==> config.mk <==
export PLATFORM = sky130hd
export DESIGN_NAME = sensor_feature_frontend
export DESIGN_NICKNAME = d
export VERILOG_FILES = /design/src/rtl/i_tree_pkg.sv /design/src/rtl/serial_sample_rx.sv /design/src/rtl/sensor_feature_frontend.sv
export SDC_FILE = /design/constraint.sdc
export NUM_CORES = 1
export LEC_CHECK = 0
export ABC_AREA = 1
export BUFFER_PORTS_ARGS = -buffer_cell sky130_fd_sc_hd__buf_2
export CORE_ASPECT_RATIO = 0.5
export CORE_MARGIN = 1.5
export CORE_UTILIZATION = 50
export DETAILED_ROUTE_END_ITERATION = 10
export PLACE_DENSITY = 0.69
export SYNTH_ARGS = -nofsm -noshare
export SYNTH_HDL_FRONTEND = slang
export SYNTH_SLANG_ARGS = --single-unit
==> constraint.sdc <==
create_clock -name clk -period 4.4 [get_ports clk]
set_input_delay 1.1 -clock clk [delete_from_list [all_inputs] [get_ports clk]]
set_output_delay 1.1 -clock clk [all_outputs]
set_load 0.1 [all_outputs]
==> src/rtl/i_tree_pkg.sv <==
// Shared types and defaults for the isolation-tree anomaly detector front end.
package i_tree_pkg;

    localparam int unsigned SAMPLE_W_DEF = 8;
    localparam int unsigned WIN_LOG2_DEF = 3;

    typedef enum logic [1:0] {
        StIdle,
        StStart,
        StData,
        StStop
    } rx_state_t;

    typedef struct packed {
        logic [SAMPLE_W_DEF-1:0] mean;
        logic [SAMPLE_W_DEF-1:0] min_val;
        logic [SAMPLE_W_DEF-1:0] max_val;
        logic [SAMPLE_W_DEF-1:0] range_val;
    } feature_t;

endpackage

==> src/rtl/serial_sample_rx.sv <==
// Oversampled serial frame receiver: 2-flop synchronizer, mid-bit sampling FSM,
// one-cycle sample_valid / frame_err strobes.
module serial_sample_rx
    import i_tree_pkg::*;
#(
    parameter int unsigned SAMPLE_W   = SAMPLE_W_DEF,
    parameter int unsigned BIT_CYCLES = 4
) (
    input  logic                clk,
    input  logic                rst_n,
    input  logic                sensor_in,
    output logic                sample_valid,
    output logic [SAMPLE_W-1:0] sample_data,
    output logic                frame_err
);

    localparam int unsigned CNT_W = (BIT_CYCLES > 2) ? $clog2(BIT_CYCLES) : 1;
    localparam int unsigned BIT_W = $clog2(SAMPLE_W + 1);
    localparam logic [CNT_W-1:0] HALF_LOAD = CNT_W'(BIT_CYCLES / 2 - 1);
    localparam logic [CNT_W-1:0] FULL_LOAD = CNT_W'(BIT_CYCLES - 1);
    localparam logic [BIT_W-1:0] LAST_BIT  = BIT_W'(SAMPLE_W - 1);

    logic [1:0]          sync_q;
    logic                s;
    rx_state_t           state_q, state_d;
    logic [CNT_W-1:0]    cnt_q, cnt_d;
    logic [BIT_W-1:0]    bit_q, bit_d;
    logic [SAMPLE_W-1:0] shift_q, shift_d;
    logic [SAMPLE_W-1:0] data_q, data_d;
    logic                valid_q, valid_d;
    logic                err_q, err_d;

    assign s = sync_q[1];

    always_comb begin
        state_d = state_q;
        cnt_d   = cnt_q;
        bit_d   = bit_q;
        shift_d = shift_q;
        data_d  = data_q;
        valid_d = 1'b0;
        err_d   = 1'b0;
        case (state_q)
            StIdle: begin
                if (!s) begin
                    state_d = StStart;
                    cnt_d   = HALF_LOAD;
                end
            end
            StStart: begin
                if (cnt_q == '0) begin
                    // A line back high at the start midpoint was only a glitch.
                    if (!s) begin
                        state_d = StData;
                        cnt_d   = FULL_LOAD;
                        bit_d   = '0;
                    end else begin
                        state_d = StIdle;
                    end
                end else begin
                    cnt_d = cnt_q - 1'b1;
                end
            end
            StData: begin
                if (cnt_q == '0) begin
                    shift_d = {s, shift_q[SAMPLE_W-1:1]};
                    cnt_d   = FULL_LOAD;
                    if (bit_q == LAST_BIT) begin
                        state_d = StStop;
                    end else begin
                        bit_d = bit_q + 1'b1;
                    end
                end else begin
                    cnt_d = cnt_q - 1'b1;
                end
            end
            StStop: begin
                if (cnt_q == '0) begin
                    if (s) begin
                        data_d  = shift_q;
                        valid_d = 1'b1;
                    end else begin
                        err_d = 1'b1;
                    end
                    state_d = StIdle;
                end else begin
                    cnt_d = cnt_q - 1'b1;
                end
            end
            default: state_d = StIdle;
        endcase
    end

    always_ff @(posedge clk or negedge rst_n) begin
        if (!rst_n) begin
            sync_q  <= 2'b11;
            state_q <= StIdle;
            cnt_q   <= '0;
            bit_q   <= '0;
            shift_q <= '0;
            data_q  <= '0;
            valid_q <= 1'b0;
            err_q   <= 1'b0;
        end else begin
            sync_q  <= {sync_q[0], sensor_in};
            state_q <= state_d;
            cnt_q   <= cnt_d;
            bit_q   <= bit_d;
            shift_q <= shift_d;
            data_q  <= data_d;
            valid_q <= valid_d;
            err_q   <= err_d;
        end
    end

    assign sample_valid = valid_q;
    assign sample_data  = data_q;
    assign frame_err    = err_q;

endmodule

==> src/rtl/sensor_feature_frontend.sv <==
// Serial sensor front end: frame receiver plus a windowed mean/min/max/range
// accumulator feeding the isolation tree.
module sensor_feature_frontend
    import i_tree_pkg::*;
#(
    parameter int unsigned SAMPLE_W   = SAMPLE_W_DEF,
    parameter int unsigned WIN_LOG2   = WIN_LOG2_DEF,
    parameter int unsigned BIT_CYCLES = 4
) (
    input  logic                clk,
    input  logic                rst_n,
    input  logic                sensor_in,
    output logic                sample_valid,
    output logic [SAMPLE_W-1:0] sample_data,
    output logic                frame_err,
    output logic                feat_valid,
    output logic [SAMPLE_W-1:0] feat_mean,
    output logic [SAMPLE_W-1:0] feat_min,
    output logic [SAMPLE_W-1:0] feat_max,
    output logic [SAMPLE_W-1:0] feat_range
);

    localparam int unsigned SUM_W = SAMPLE_W + WIN_LOG2;

    serial_sample_rx #(
        .SAMPLE_W   (SAMPLE_W),
        .BIT_CYCLES (BIT_CYCLES)
    ) u_rx (
        .clk          (clk),
        .rst_n        (rst_n),
        .sensor_in    (sensor_in),
        .sample_valid (sample_valid),
        .sample_data  (sample_data),
        .frame_err    (frame_err)
    );

    logic [SUM_W-1:0]    sum_q, sum_next;
    logic [SAMPLE_W-1:0] min_q, min_next;
    logic [SAMPLE_W-1:0] max_q, max_next;
    logic [WIN_LOG2-1:0] cnt_q;
    logic                feat_valid_q;
    logic [SAMPLE_W-1:0] mean_q, fmin_q, fmax_q, frange_q;

    always_comb begin
        sum_next = sum_q + SUM_W'(sample_data);
        min_next = (sample_data < min_q) ? sample_data : min_q;
        max_next = (sample_data > max_q) ? sample_data : max_q;
    end

    always_ff @(posedge clk or negedge rst_n) begin
        if (!rst_n) begin
            sum_q        <= '0;
            min_q        <= '1;
            max_q        <= '0;
            cnt_q        <= '0;
            feat_valid_q <= 1'b0;
            mean_q       <= '0;
            fmin_q       <= '0;
            fmax_q       <= '0;
            frange_q     <= '0;
        end else begin
            feat_valid_q <= 1'b0;
            if (sample_valid) begin
                cnt_q <= cnt_q + 1'b1;
                if (cnt_q == '1) begin
                    // Window-closing sample: publish features, re-arm the running stats.
                    mean_q       <= sum_next[SUM_W-1:WIN_LOG2];
                    fmin_q       <= min_next;
                    fmax_q       <= max_next;
                    frange_q     <= max_next - min_next;
                    feat_valid_q <= 1'b1;
                    sum_q        <= '0;
                    min_q        <= '1;
                    max_q        <= '0;
                end else begin
                    sum_q <= sum_next;
                    min_q <= min_next;
                    max_q <= max_next;
                end
            end
        end
    end

    assign feat_valid = feat_valid_q;
    assign feat_mean  = mean_q;
    assign feat_min   = fmin_q;
    assign feat_max   = fmax_q;
    assign feat_range = frange_q;

endmodule
==> flow_metrics.tcl <==
set metrics [dict create \
    path_max_fanout 16 \
    synthesis.nets 604 \
    first_global_vias 3550 \
    path_class "register to register" \
    cp_data_arrival_time_ns 3.64 \
    h-tree-depth 3 \
    fp.coreArea_mm2 0.00901 \
    clock_skew_ns 0.00850 \
    worstRegToRegCells 20 \
    yosysTopAreaCell "dfrtp_1" \
    port_buffers 45 \
    cpMostUsedCell "nand2_1" \
    setup_viol 0 \
    netlist.area_leader.share 0.423 \
    ios 46 \
    ant_nets 0 \
    vdd_drop_max_mv 0.412 \
    synthTopCellsByArea "dfrtp_1 42%, nand2_1 11%, ha_1 10%" \
    required_ns 4.63 \
    synth.distinct_cells 36 \
    drcViolationCount 0 \
    antenna_found_initial 0 \
    holdPathStages 0 \
    p_leak_nw 2.88 \
    dp_hpwl_um 7650 \
    grt_pass1_wl_um 17700 \
    cp_slowest_cell "dfrtp_1" \
    rows 24 \
    antennaDiodeCount 0 \
    period_needed_ns 3.41 \
    hold_ws_ns 0.359 \
    rsz0062_at_grt "no" \
    drt-pass1-iter-count 5 \
    ctsResizeCount 0 \
    p_per_area_mw_per_mm2 854 \
    max_stage_delay_ns 0.50 \
    place_inst 710 \
    overflow 0 \
    fmaxAchievable_ghz 0.293 \
    synth_area_mm2 0.00479 \
    root_buffer "clkbuf_16" \
    yosys_warnings 0 \
    finalSetupTns_ns 0 \
    slew_headroom 0.386 \
    final_area_mm2 0.00543 \
    min_path_type "register to register" \
    cts_tree "yes" \
    drt_iter0_drc 211 \
    period_share 0.775 \
    die_w_um 141 \
    grt_usage 0.224 \
    cts_setup_buffers 0 \
    slew_viol_final 0 \
    area_growth_pct 13.5 \
    routabilityCongestion 0.954 \
    numClockSinks 91 \
    grt_max_degree 60 \
    wl_per_cell_um 14.5 \
    initial_utilization 0.532 \
    crit_chain "ha_1, a21oi_1, nor2_1, nor2_1, nand2_1, nand2_2, o21ai_1, ha_1, fa_1, inv_1, nand2_1, nand2_1, a21oi_1, or2_2, nand2_1, nand3_1, nand2_1, nand2_1, nand3_1, nand2_1" \
    pre_cts_ws_ns 1.10 \
    place_area_mm2 0.00512 \
    outcome "finished clean" \
    hold_violations 0 \
    die_area_mm2 0.0102 \
    numCtsBuffers 9 \
    critPathLaunchType "register" \
    layout-drive-gt1-share 0.146 \
    drv_cap 0 \
    clk_latency_ns 0.34 \
    ctsHoldBuffers 0 \
    die_y_um 72.2 \
    cts_max_path_buffers 2 \
    syn_inst 560 \
    worstMarginPinSlew_ns 0.918 \
    dr_total_vias 3737 \
    path_clk_slew_ns 0.06 \
    fin_nets 648 \
    critPathCaptureType "register" \
    fin_ws_ns 0.989 \
    syn_avg_cell_area_um2 8.55 \
    ys_seq_elements 91 \
    final_cells 726 \
    viasPerCell 5.15 \
    routed_wl_um 10500 \
    seq_area_frac_synth 0.478 \
]
-- path summary, 6_finish.rpt --
kind,startpoint,to,slack (ns)
max,u_rx.sample_data[5],feat_range[6],0.99
max reg2reg,u_rx.sample_data[5],feat_range[6],0.99
max in group asynchronous,rst_n,min_q[1],2.82
min,u_rx.sync_q[0],u_rx.sync_q[1],0.36
min reg2reg,u_rx.sync_q[0],u_rx.sync_q[1],0.36
min in group asynchronous,rst_n,u_rx.shift_q[0],0.74
-- cell families after synthesis --
| logic type | after synthesis | share of synthesized area |
|---|---|---|
| AND/OR/NAND/NOR | 208 | 0.179 |
| buffers and inverters | 91 | 0.0737 |
| XOR/XNOR | 9 | 0.0165 |
| adder cells (fa/ha/maj) | 41 | 0.110 |
| multiplexers | 1 | 0.00235 |
| AO/OA/AOI/OAI | 119 | 0.140 |
| flip-flops | 91 | 0.478 |
-- synth_stat cells, drive strengths merged --
cell type	count
nand2	150
dfrtp	81
inv	76
o21ai	69
ha	39
nor2	26
a21oi	23
nand3	18
o22ai	14
clkbuf	11
dfstp	10
nor3	6
xnor2	5
a22o	4
buf	4
xor2	4
nand4	3
or2	3
a21o	2
a31oi	2
fa	2
nand3b	2
o21a	2
a211oi	1
a32o	1
mux2	1
o31ai	1
-- state kept, by name, indices dropped and copies added, names as in the netlist, named ones only --
signal / count
cnt_q: 3
feat_max: 8
feat_mean: 8
feat_min: 8
feat_range: 8
feat_valid: 1
max_q: 8
min_q: 8
sum_q: 11
u_rx.bit_q: 4
u_rx.cnt_q: 2
u_rx.frame_err: 1
u_rx.sample_data: 8
u_rx.sample_valid: 1
u_rx.shift_q: 8
u_rx.state_q: 1
u_rx.sync_q: 2
-- where the power goes --
part / switching, W / leakage [nW] / total (W) / internal (W)
combinational: 0.00175 / 1.52 / 0.00262 / 0.000868
clock: 0.000323 / 0.152 / 0.000796 / 0.000473
sequential: 0.000177 / 1.20 / 0.00123 / 0.00105
-- critical path: cells and delay by family, from the launching register on --
kind | cells | cell delay, ns
buf+inv | 1 | 0.09
flops | 1 | 0.50
simple gates | 13 | 1.28
fa+ha+maj | 3 | 0.98
compound gates | 3 | 0.44
-- placed cells by master (no fill, tap or decap), types with 3 or more instances in the layout --
cell type	count
o21ai_0	55
xor2_1	4
buf_2	44
dfrtp_1	81
xnor2_1	5
nand2_2	4
o22ai_1	14
nand3_1	18
nor3_1	5
nand4_1	3
dfstp_2	10
buf_4	4
inv_1	75
clkbuf_16	9
nand2_1	145
ha_1	39
a21oi_1	23
nor2_1	26
a22o_1	4
o21ai_2	5
o21ai_1	9
-- layer usage --
metal  global-route usage  vias to the layer above  routed length, µm
met2                0.340                       85               4490
met4               0.0458                        0                 78
met3               0.0581                        9                538
met1                0.328                     1721               5430
li1                     -                     1922                  -
met5                    0                        -                  0
-- final cells by class --
type	instances	area, µm²
fill	778	3570
sequential	91	2290
multi-input combinational	378	2150
inverter	76	285
clock buffer	11	253
timing repair buffer	48	250
tap	117	146
clock inverter	5	60.1
-- stage by stage --
step | utilization | total power, W
floorplan | - | 0.00326
global placement | 0.568 | 0.00377
detailed placement | 0.568 | 0.00382
CTS | 0.603 | 0.00464
global route | 0.603 | 0.00507
finish | 0.603 | 0.00464
No activity file was read; power rests on OpenSTA's default activity.
